## config.mk

```make
export PLATFORM = sky130hd
export DESIGN_NAME = neuron_pe
export DESIGN_NICKNAME = d
export VERILOG_FILES = /design/src/rtl/neuron_pkg.sv /design/src/rtl/neuron_pe_sm_mult.sv /design/src/rtl/neuron_pe.sv
export SDC_FILE = /design/constraint.sdc
export NUM_CORES = 1
export LEC_CHECK = 0
export BUFFER_PORTS_ARGS = -buffer_cell sky130_fd_sc_hd__buf_4
export CORE_AREA = 2 2 186 188
export DETAILED_ROUTE_END_ITERATION = 12
export DIE_AREA = 0 0 188 190
export GPL_TIMING_DRIVEN = 0
export SYNTH_ARGS = -nofsm -noshare
export SYNTH_HDL_FRONTEND = slang
export SYNTH_SLANG_ARGS = --single-unit
export TNS_END_PERCENT = 30
```

## constraint.sdc

```tcl
create_clock -name clk -period 10.54 [get_ports clk]
set_input_delay 1.581 -clock clk [delete_from_list [all_inputs] [get_ports clk]]
set_output_delay 1.581 -clock clk [all_outputs]
set_load 0.01 [all_outputs]
```

## src/rtl/neuron_pkg.sv

```systemverilog
// Shared types and sign-magnitude helpers for the neuron processing element.
package neuron_pkg;

  typedef enum logic [2:0] {
    S_IDLE,
    S_ACCUM,
    S_DRAIN,
    S_ACT,
    S_DONE
  } state_t;

  typedef enum logic [1:0] {
    ACT_IDENTITY = 2'd0,
    ACT_RELU     = 2'd1,
    ACT_RSVD2    = 2'd2,
    ACT_RSVD3    = 2'd3
  } act_mode_t;

  // Helpers work on a generous fixed width; callers size-cast in and out.
  localparam int unsigned MAX_W = 128;
  typedef logic [MAX_W-1:0] wide_t;

  // Sign-magnitude to two's complement; a zero magnitude maps to 0 for either sign.
  function automatic wide_t sm_to_tc(input logic sign, input wide_t mag);
    return sign ? (~mag + wide_t'(1)) : mag;
  endfunction

  // Absolute value of a two's-complement number.
  function automatic wide_t tc_abs(input wide_t val);
    return val[MAX_W-1] ? (~val + wide_t'(1)) : val;
  endfunction

  // Clamp a magnitude to a ceiling.
  function automatic wide_t sat_mag(input wide_t mag, input wide_t limit);
    return (mag > limit) ? limit : mag;
  endfunction

endpackage

```

## src/rtl/neuron_pe_sm_mult.sv

```systemverilog
// Registered sign-magnitude multiplier: one-cycle latency, result tagged valid.
module sm_mult #(
  parameter int unsigned DATA_W = 16
) (
  input  logic                      clk,
  input  logic                      rst,
  input  logic                      en,
  input  logic [DATA_W-1:0]         a,
  input  logic [DATA_W-1:0]         b,
  output logic                      valid,
  output logic                      sign,
  output logic [2*(DATA_W-1)-1:0]   mag
);

  localparam int unsigned MAG_W = 2 * (DATA_W - 1);

  // Product register: captures |a|*|b| and the xor of signs on each enabled cycle.
  // NOTE: sequential state is assigned with <= so every register samples pre-edge values.
  always_ff @(posedge clk or negedge rst) begin
    if (!rst) begin
      valid <= 1'b0;
      sign  <= 1'b0;
      mag   <= '0;
    end else begin
      valid <= en;
      if (en) begin
        sign <= a[DATA_W-1] ^ b[DATA_W-1];
        mag  <= MAG_W'(a[DATA_W-2:0]) * MAG_W'(b[DATA_W-2:0]);
      end
    end
  end

endmodule

```

## src/rtl/neuron_pe.sv

```systemverilog
// Sign-magnitude MAC neuron: bias + sum(x*w), activation, saturation, valid/ready result.
module neuron_pe
  import neuron_pkg::*;
#(
  parameter int unsigned N_INPUTS = 128,
  parameter int unsigned DATA_W   = 16,
  parameter int unsigned FRAC_W   = 8,
  parameter int unsigned ACC_W    = 2 * DATA_W + $clog2(N_INPUTS) + 1
) (
  input  logic              clk,
  input  logic              rst,
  input  logic              start,
  input  logic [1:0]        act_mode,
  input  logic [DATA_W-1:0] bias,
  input  logic              in_valid,
  output logic              in_ready,
  input  logic [DATA_W-1:0] in_data,
  input  logic [DATA_W-1:0] in_weight,
  output logic              out_valid,
  input  logic              out_ready,
  output logic [DATA_W-1:0] out,
  output logic              busy
);

  localparam int unsigned CNT_W = $clog2(N_INPUTS + 1);
  localparam int unsigned MAG_W = 2 * (DATA_W - 1);

  state_t            state, next_state;
  logic [CNT_W-1:0]  cnt;
  logic [ACC_W-1:0]  acc;
  act_mode_t         mode_q;
  logic              prod_valid, prod_sign;
  logic [MAG_W-1:0]  prod_mag;
  logic              accept_start, beat, last_beat;
  logic [ACC_W-1:0]  bias_acc, prod_acc;
  wide_t             acc_mag, res_mag;
  logic              res_neg;
  logic [DATA_W-1:0] act_result;

  assign accept_start = (state == S_IDLE) && start;
  assign beat         = in_valid && in_ready;
  assign last_beat    = beat && (cnt == CNT_W'(N_INPUTS - 1));
  assign busy         = (state != S_IDLE);
  assign out_valid    = (state == S_DONE);

  // Bias is pre-aligned to the product's 2*FRAC_W fractional bits.
  assign bias_acc = ACC_W'(sm_to_tc(bias[DATA_W-1], wide_t'(bias[DATA_W-2:0]))) << FRAC_W;
  assign prod_acc = ACC_W'(sm_to_tc(prod_sign, wide_t'(prod_mag)));

  sm_mult #(.DATA_W(DATA_W)) u_mult (
    .clk   (clk),
    .rst   (rst),
    .en    (beat),
    .a     (in_data),
    .b     (in_weight),
    .valid (prod_valid),
    .sign  (prod_sign),
    .mag   (prod_mag)
  );

  // State register.
  always_ff @(posedge clk or negedge rst) begin
    if (!rst) state <= S_IDLE;
    else      state <= next_state;
  end

  // Next-state logic; start is only honoured from IDLE.
  // NOTE: next_state gets a default before the case so no latch is inferred.
  always_comb begin
    next_state = state;
    case (state)
      S_IDLE:  if (start)     next_state = S_ACCUM;
      S_ACCUM: if (last_beat) next_state = S_DRAIN;
      S_DRAIN:                next_state = S_ACT;
      S_ACT:                  next_state = S_DONE;
      S_DONE:  if (out_ready) next_state = S_IDLE;
      default:                next_state = S_IDLE;
    endcase
  end

  // Job control: latch mode, count beats, own the registered in_ready.
  always_ff @(posedge clk or negedge rst) begin
    if (!rst) begin
      in_ready <= 1'b0;
      cnt      <= '0;
      mode_q   <= ACT_IDENTITY;
    end else if (accept_start) begin
      in_ready <= 1'b1;
      cnt      <= '0;
      mode_q   <= act_mode_t'(act_mode);
    end else if (beat) begin
      cnt <= cnt + 1'b1;
      if (last_beat) in_ready <= 1'b0;
    end
  end

  // Accumulator: seeded with the bias at start, then adds each registered product.
  always_ff @(posedge clk or negedge rst) begin
    if (!rst)              acc <= '0;
    else if (accept_start) acc <= bias_acc;
    else if (prod_valid)   acc <= acc + prod_acc;
  end

  // Activation: truncate toward zero, saturate, suppress negative zero, apply ReLU.
  always_comb begin
    acc_mag = tc_abs(wide_t'(signed'(acc))) >> FRAC_W;
    res_mag = sat_mag(acc_mag, wide_t'({(DATA_W-1){1'b1}}));
    res_neg = acc[ACC_W-1] && (res_mag != '0);
    if (res_neg && (mode_q == ACT_RELU)) act_result = '0;
    else                                 act_result = {res_neg, (DATA_W-1)'(res_mag)};
  end

  // Result register: loaded in ACT, then held through DONE and the following IDLE.
  always_ff @(posedge clk or negedge rst) begin
    if (!rst)                out <= '0;
    else if (state == S_ACT) out <= act_result;
  end

endmodule

```

# Yosys cells after proc, flatten, opt, wreduce, memory -nomap -nowiden
# Cells that the tools add are included.
totals:
  reg_bits: 102
  input_bits: 55
  elab_cells: 58
op_classes:
  add_sub_neg: 5
  reduce_logical: 13
  mul: 1
  bitwise: 4
  eq_ne: 9
  n_lt_le_gt_ge: 1
  mux: 16
op_table:
  columns: ["operator", "count"]
  rows:
  - ["$add A128 B1 Y128 const B", 1]
  - ["$mux W128", 1]
  - ["$not A128 Y128", 1]
  - ["$reduce_bool A128 Y1", 1]
  - ["$gt A120 B15 Y1 const B", 1]
  - ["$mux W120", 1]
  - ["$mux W40", 3]
  - ["$add A40 B1 Y40 const B", 1]
  - ["$add A40 B40 Y40", 1]
  - ["$not A30 Y40", 1]
  - ["$add A32 B1 Y32 const B", 1]
  - ["$mux W32", 1]
  - ["$not A15 Y32", 1]
  - ["$mul A15 B15 Y30", 1]
  - ["$mux W16", 1]
  - ["$mux W8", 2]
  - ["$pmux W3 S5", 1]
  - ["$mux W3", 3]
  - ["$add A8 B1 Y8 const B", 1]
  - ["$eq A8 B7 Y1 const B", 1]
  - ["$eq A3 B2 Y1 const B", 2]
  - ["$reduce_bool A2 Y1", 3]
  - ["$logic_and A1 B1 Y1", 5]
  - ["$ne A2 B2 Y1 const B", 2]
  - ["other kinds (10)", 12]

# Logic depth before layout (Yosys ltp)
depth:
  word_depth: 9
  mapped_depth: 25
  mapped_depth_nobuf: 24

# Hierarchy
# From an unflattened synthesis, not the netlist that was laid out.
hier_totals:
  hier_cells: 1849
  area_unflattened_um2: 15979.1
modules_own_cells:
  columns: ["mod", "area_per_inst_um2", "n_inst", "seq_area_each_um2", "cells_each"]
  rows:
  - ["sm_mult", 8949.8, 1, 800.8, 987]
  - ["neuron_pe", 7029.2, 1, 1751.7, 862]

# Least setup slack after synthesis
# Ideal clock, no wire load.
synth_path:
  kind: "input -> register"
  start: "in in_data[8]"
  end: "reg u_mult.mag[26]"
  cell_stages: 23
  setup_time_ps: 133
  t_arrival_ps: 6977
  required_time_ps: 10407
  n_path_buf: 1
  slack_ps: 3430
  cell_sequence: "clkbuf_1 > nand2_1 > fa_1 > fa_1 > fa_1 > inv_1 > fa_1 > fa_1 > inv_1 > fa_1 > inv_1 > ha_1 > a21o_1 > a21oi_1 > nand2_1 > a21oi_1 > o31ai_1 > a221o_1 > nand2_1 > o21ai_0 > a21oi_1 > xor2_1 > o21ai_0"
synth_via:
  elab_chain_cells: 1
synth_lines:
  columns: ["item", "line", "rtl"]
  rows:
  - ["from (decl)", "neuron_pe.sv:17", "input logic [DATA_W-1:0] in_data,"]
  - ["$mul A15 B15 Y30", "neuron_pe_sm_mult.sv:28", "mag <= MAG_W'(a[DATA_W-2:0]) * MAG_W'(b[DATA_W-2:0]);"]
  - ["to (signal assigned)", "neuron_pe_sm_mult.sv:28", null]
  - ["to (decl)", "neuron_pe_sm_mult.sv:12", "output logic [2*(DATA_W-1)-1:0] mag"]
# No other way between the ends.
# A chain may end at the register's enable or synchronous reset.

# Final worst setup path
layout_path:
  start: "in in_weight[5]"
  end: "reg u_mult.mag[28]"
layout_via:
  elab_chain_cells: 1
layout_lines:
  columns: ["item", "line", "rtl"]
  rows:
  - ["from (decl)", "neuron_pe.sv:18", "input logic [DATA_W-1:0] in_weight,"]
  - ["$mul A15 B15 Y30", "neuron_pe_sm_mult.sv:28", null]
# No other way between the ends.

==> impl_metrics.csv <==
group,metric,value,unit
status,status,"finished clean",
grt,met2_usage,0.365,
synth,synth_mux_area_frac,0.0134,
grt,gr-total-overflow,0,
die,fp.dieW,188,um
clock_tree,clock_latency,0.37,ns
setup_path,crit_start,"in_weight[5]",
grt,antenna_found_initial,0,
power,leakagePower,7.84,nW
synth,yosys.area_share.simple,0.198,
setup_path,worst_path_max_delay_cell,"fa_1",
clock_tree,root_buffer,"clkbuf_16",
synth,synth-compound-area-share,0.145,
setup_path,max_stage_delay,0.57,ns
run,drv_cap,0,
clock_tree,cts_resized,0,
die,core_region_area,33900,sq um
timing,fmax,129,MHz
timing,slew_violations,0,
die,dieArea,35700,sq um
synth,synth_top_family_by_area,"adder cells",
place,io_buffers,73,
worst_hold_path,hold_path_class,"reg2reg",
place,dp.cells,2273,
cells_and_area,final_common_cell,"nand2_1",
detailed_routing,drt_wl_total,39.8,mm
grt,grt_max_degree,103,
power,p_per_area,337,nW/um^2
detailed_routing,wl_per_cell,17.4,um
worst_hold_path,hp-start,"state[2]",
timing,slew_headroom,0.436,
clock_tree,cts_buffers,9,
setup_path,worstPathRequired,10.77,ns
clock_tree,clock_path_buffers,2,
grt,busiest_layer,"met2",
setup_path,r2r-start,"u_mult.mag[0]",
cells_and_area,syn2layout_area_growth,9.67,%
grt,use_met1,0.327,
grt,grt_util_all_layers,0.229,
clock_tree,post_cts_buffers,0,
setup_path,worstPathArrival,7.98,ns
detailed_routing,vias_per_cell,5.54,
timing,post-route-min-period,7.76,ns
timing,setup_viol,0,
grt,grt_pass1_wl,65.6,mm
timing,tns,0,ns
synth,synth_nets,2105,
detailed_routing,vias,12700,
die,rows,68,
place,place_congestion,0.897,
die,start_util,0.443,
setup_path,path_class,"in2reg",
synth,avgSynthCellArea,8.61,sq um
detailed_routing,drtAntennaViolNets,0,
synth,synth_xor_area_frac,0.0717,
clock_tree,cts_tree,"yes",
timing,rsz0062_at_grt,"false",
die,die_y,190,um
detailed_routing,first_pass_iters,5,
place,pre_cts_slack,2.42,ns
setup_path,crit_top_cell,"fa_1",
cells_and_area,stdcell_area,16500,sq um
setup_path,crit_chain,"buf_4 > clkbuf_1 > nand2_1 > fa_1 > inv_1 > fa_1 > inv_1 > fa_1 > inv_1 > fa_1 > fa_1 > fa_1 > ha_1 > and4_1 > a21oi_1 > o31ai_1 > a221o_1 > nand2_1 > o21ai_0 > a21oi_1 > xor2_1 > o21ai_0",
die,io-pin-count,74,
timing,max_slew.worst_pin.slew,0.840,ns
setup_path,critical_path.max_fanout,10,
place,dpl_cell_area,16100,sq um
grt,grt_pass1_vias,12600,
synth,ys_ff_latch,102,
clock_tree,cts.clk_slew.worst_paths,0.08,ns
detailed_routing,first_iter_violations,829,
synth,synthArstFlopShare,1.00,
setup_path,end_kind,"register",
clock_tree,cts_sinks,102,
cells_and_area,fin_nets,2190,
synth,synth_area,15000,sq um
cells_and_area,mostFrequentLayoutCells,"nand2_1 (267), inv_1 (182), fa_1 (168), ha_1 (137), dfrtp_1 (102)",
setup_path,cp-start-kind,"input pin",
detailed_routing,drc_errors,0,
timing,layout_setup_ws,2.78,ns
clock_tree,hold_buffers,0,
timing,hold_viol,0,
place,dp_hpwl,32.5,mm
synth,yosys_warnings,0,
cells_and_area,diodes,0,
synth,synthCells,1745,
cells_and_area,layout-drive-gt1-share,0.0632,
grt,met3_usage,0.0269,
power,ir_worst_vdd,293,uV
cells_and_area,fillers,3314,
synth,synth_flop_cell,"dfrtp_1",
cells_and_area,instances_no_fill,2290,
synth,ys_seq_area_frac,0.170,
timing,skew,0.0131,ns
synth,synthAdderAreaFrac,0.338,
synth,ys_types,74,
timing,finalCritPeriodShare,0.736,
clock_tree,htree_levels,3,
synth,synth_edf_count,0,
## worst max-delay path, delay by kind of cell
kind,cells,cell delay (ns)
adder cells (fa/ha/maj),7,3.50
AO/OA/AOI/OAI,6,1.38
buffers and inverters,5,0.79
AND/OR/NAND/NOR,3,0.54
XOR/XNOR,1,0.19
## synthesized netlist by cell type (4+ instances only)
cell      count  area share
nand2_1     267       0.067
inv_1       182       0.045
fa_1        168        0.22
ha_1        137        0.11
dfrtp_1     102        0.17
and2_1      100       0.042
a21oi_1      86       0.029
o21ai_0      85       0.028
xnor2_1      82       0.048
nor2_1       77       0.019
clkbuf_1     68       0.017
xor2_1       41       0.024
a21o_1       30       0.015
nand3_1      22      0.0073
nor3_1       22      0.0073
nand2b_1     21      0.0087
mux2i_1      19       0.013
o31ai_1      16      0.0080
a22o_1       15      0.0087
a31oi_1      14      0.0058
nor4_1       13      0.0054
a211oi_1     12      0.0060
nand4_1      12      0.0050
o21a_1       11      0.0055
o31a_1       11      0.0064
or3_1        10      0.0042
o41ai_1       9      0.0052
or4_1         9      0.0045
nor2b_1       8      0.0033
o21bai_1      8      0.0040
or2_2         7      0.0029
and3_1        6      0.0025
o21ai_1       5      0.0017
and4_1        4      0.0023
nand3b_1      4      0.0020
o211ai_1      4      0.0020
o22ai_1       4      0.0017
## final timing paths
path                                  endpoint  depth (start not counted)  slack, ns
min in group asynchronous            mode_q[1]                          1       1.02
worst min-delay path                  state[0]                          1       0.49
worst min register to register        state[0]                          1       0.49
max in group asynchronous       u_mult.mag[16]                          2       8.83
worst max register to register         acc[38]                         20       4.85
worst max-delay path            u_mult.mag[28]                         22       2.78
## registers in the layout (all words and copies together), names as in the netlist
name	count
acc	40
u_mult.mag	30
out	16
cnt	8
state	3
mode_q	2
in_ready	1
u_mult.sign	1
u_mult.valid	1
## power breakdown
group	internal [mW]	switching [mW]
combinational	1.97	2.44
sequential	0.558	0.229
clock	0.169	0.180
## final cells by class
| type | count | area (sq um) | area share |
|---|---|---|---|
| Inverter | 182 | 683 | 0.0415 |
| Buffer | 74 | 292 | 0.0177 |
| Timing Repair Buffer | 74 | 579 | 0.0352 |
| Clock buffer | 9 | 225 | 0.0137 |
| Multi-Input combinational cell | 1387 | 11500 | 0.698 |
| Tap cell | 455 | 569 | 0.0346 |
| Clock inverter | 7 | 78.8 | 0.00478 |
| Sequential cell | 102 | 2550 | 0.155 |
## routing by layer
metal / routed length [um] / vias up
met5: 0 / -
met4: 1080 / 0
met3: 1790 / 68
met2: 18400 / 332
met1: 18600 / 6272
li1: - / 6016
## cell families after synthesis
logic type / count (synthesis)
AO/OA/AOI/OAI: 338
XOR/XNOR: 123
adder cells (fa/ha/maj): 305
buffers and inverters: 256
flip-flops: 102
multiplexers: 20
AND/OR/NAND/NOR: 601
## through the flow
step	util	power (mW)	hold WS, ns
3_5_place_dp	0.475	5.19	0.477
5_1_grt	0.485	6.20	0.513
4_1_cts	0.484	5.58	0.492
2_1_floorplan	-	4.24	0.454
3_3_place_gp	0.475	5.12	0.469
6_report	0.485	5.54	0.488
(Power assumes the default switching activity.)
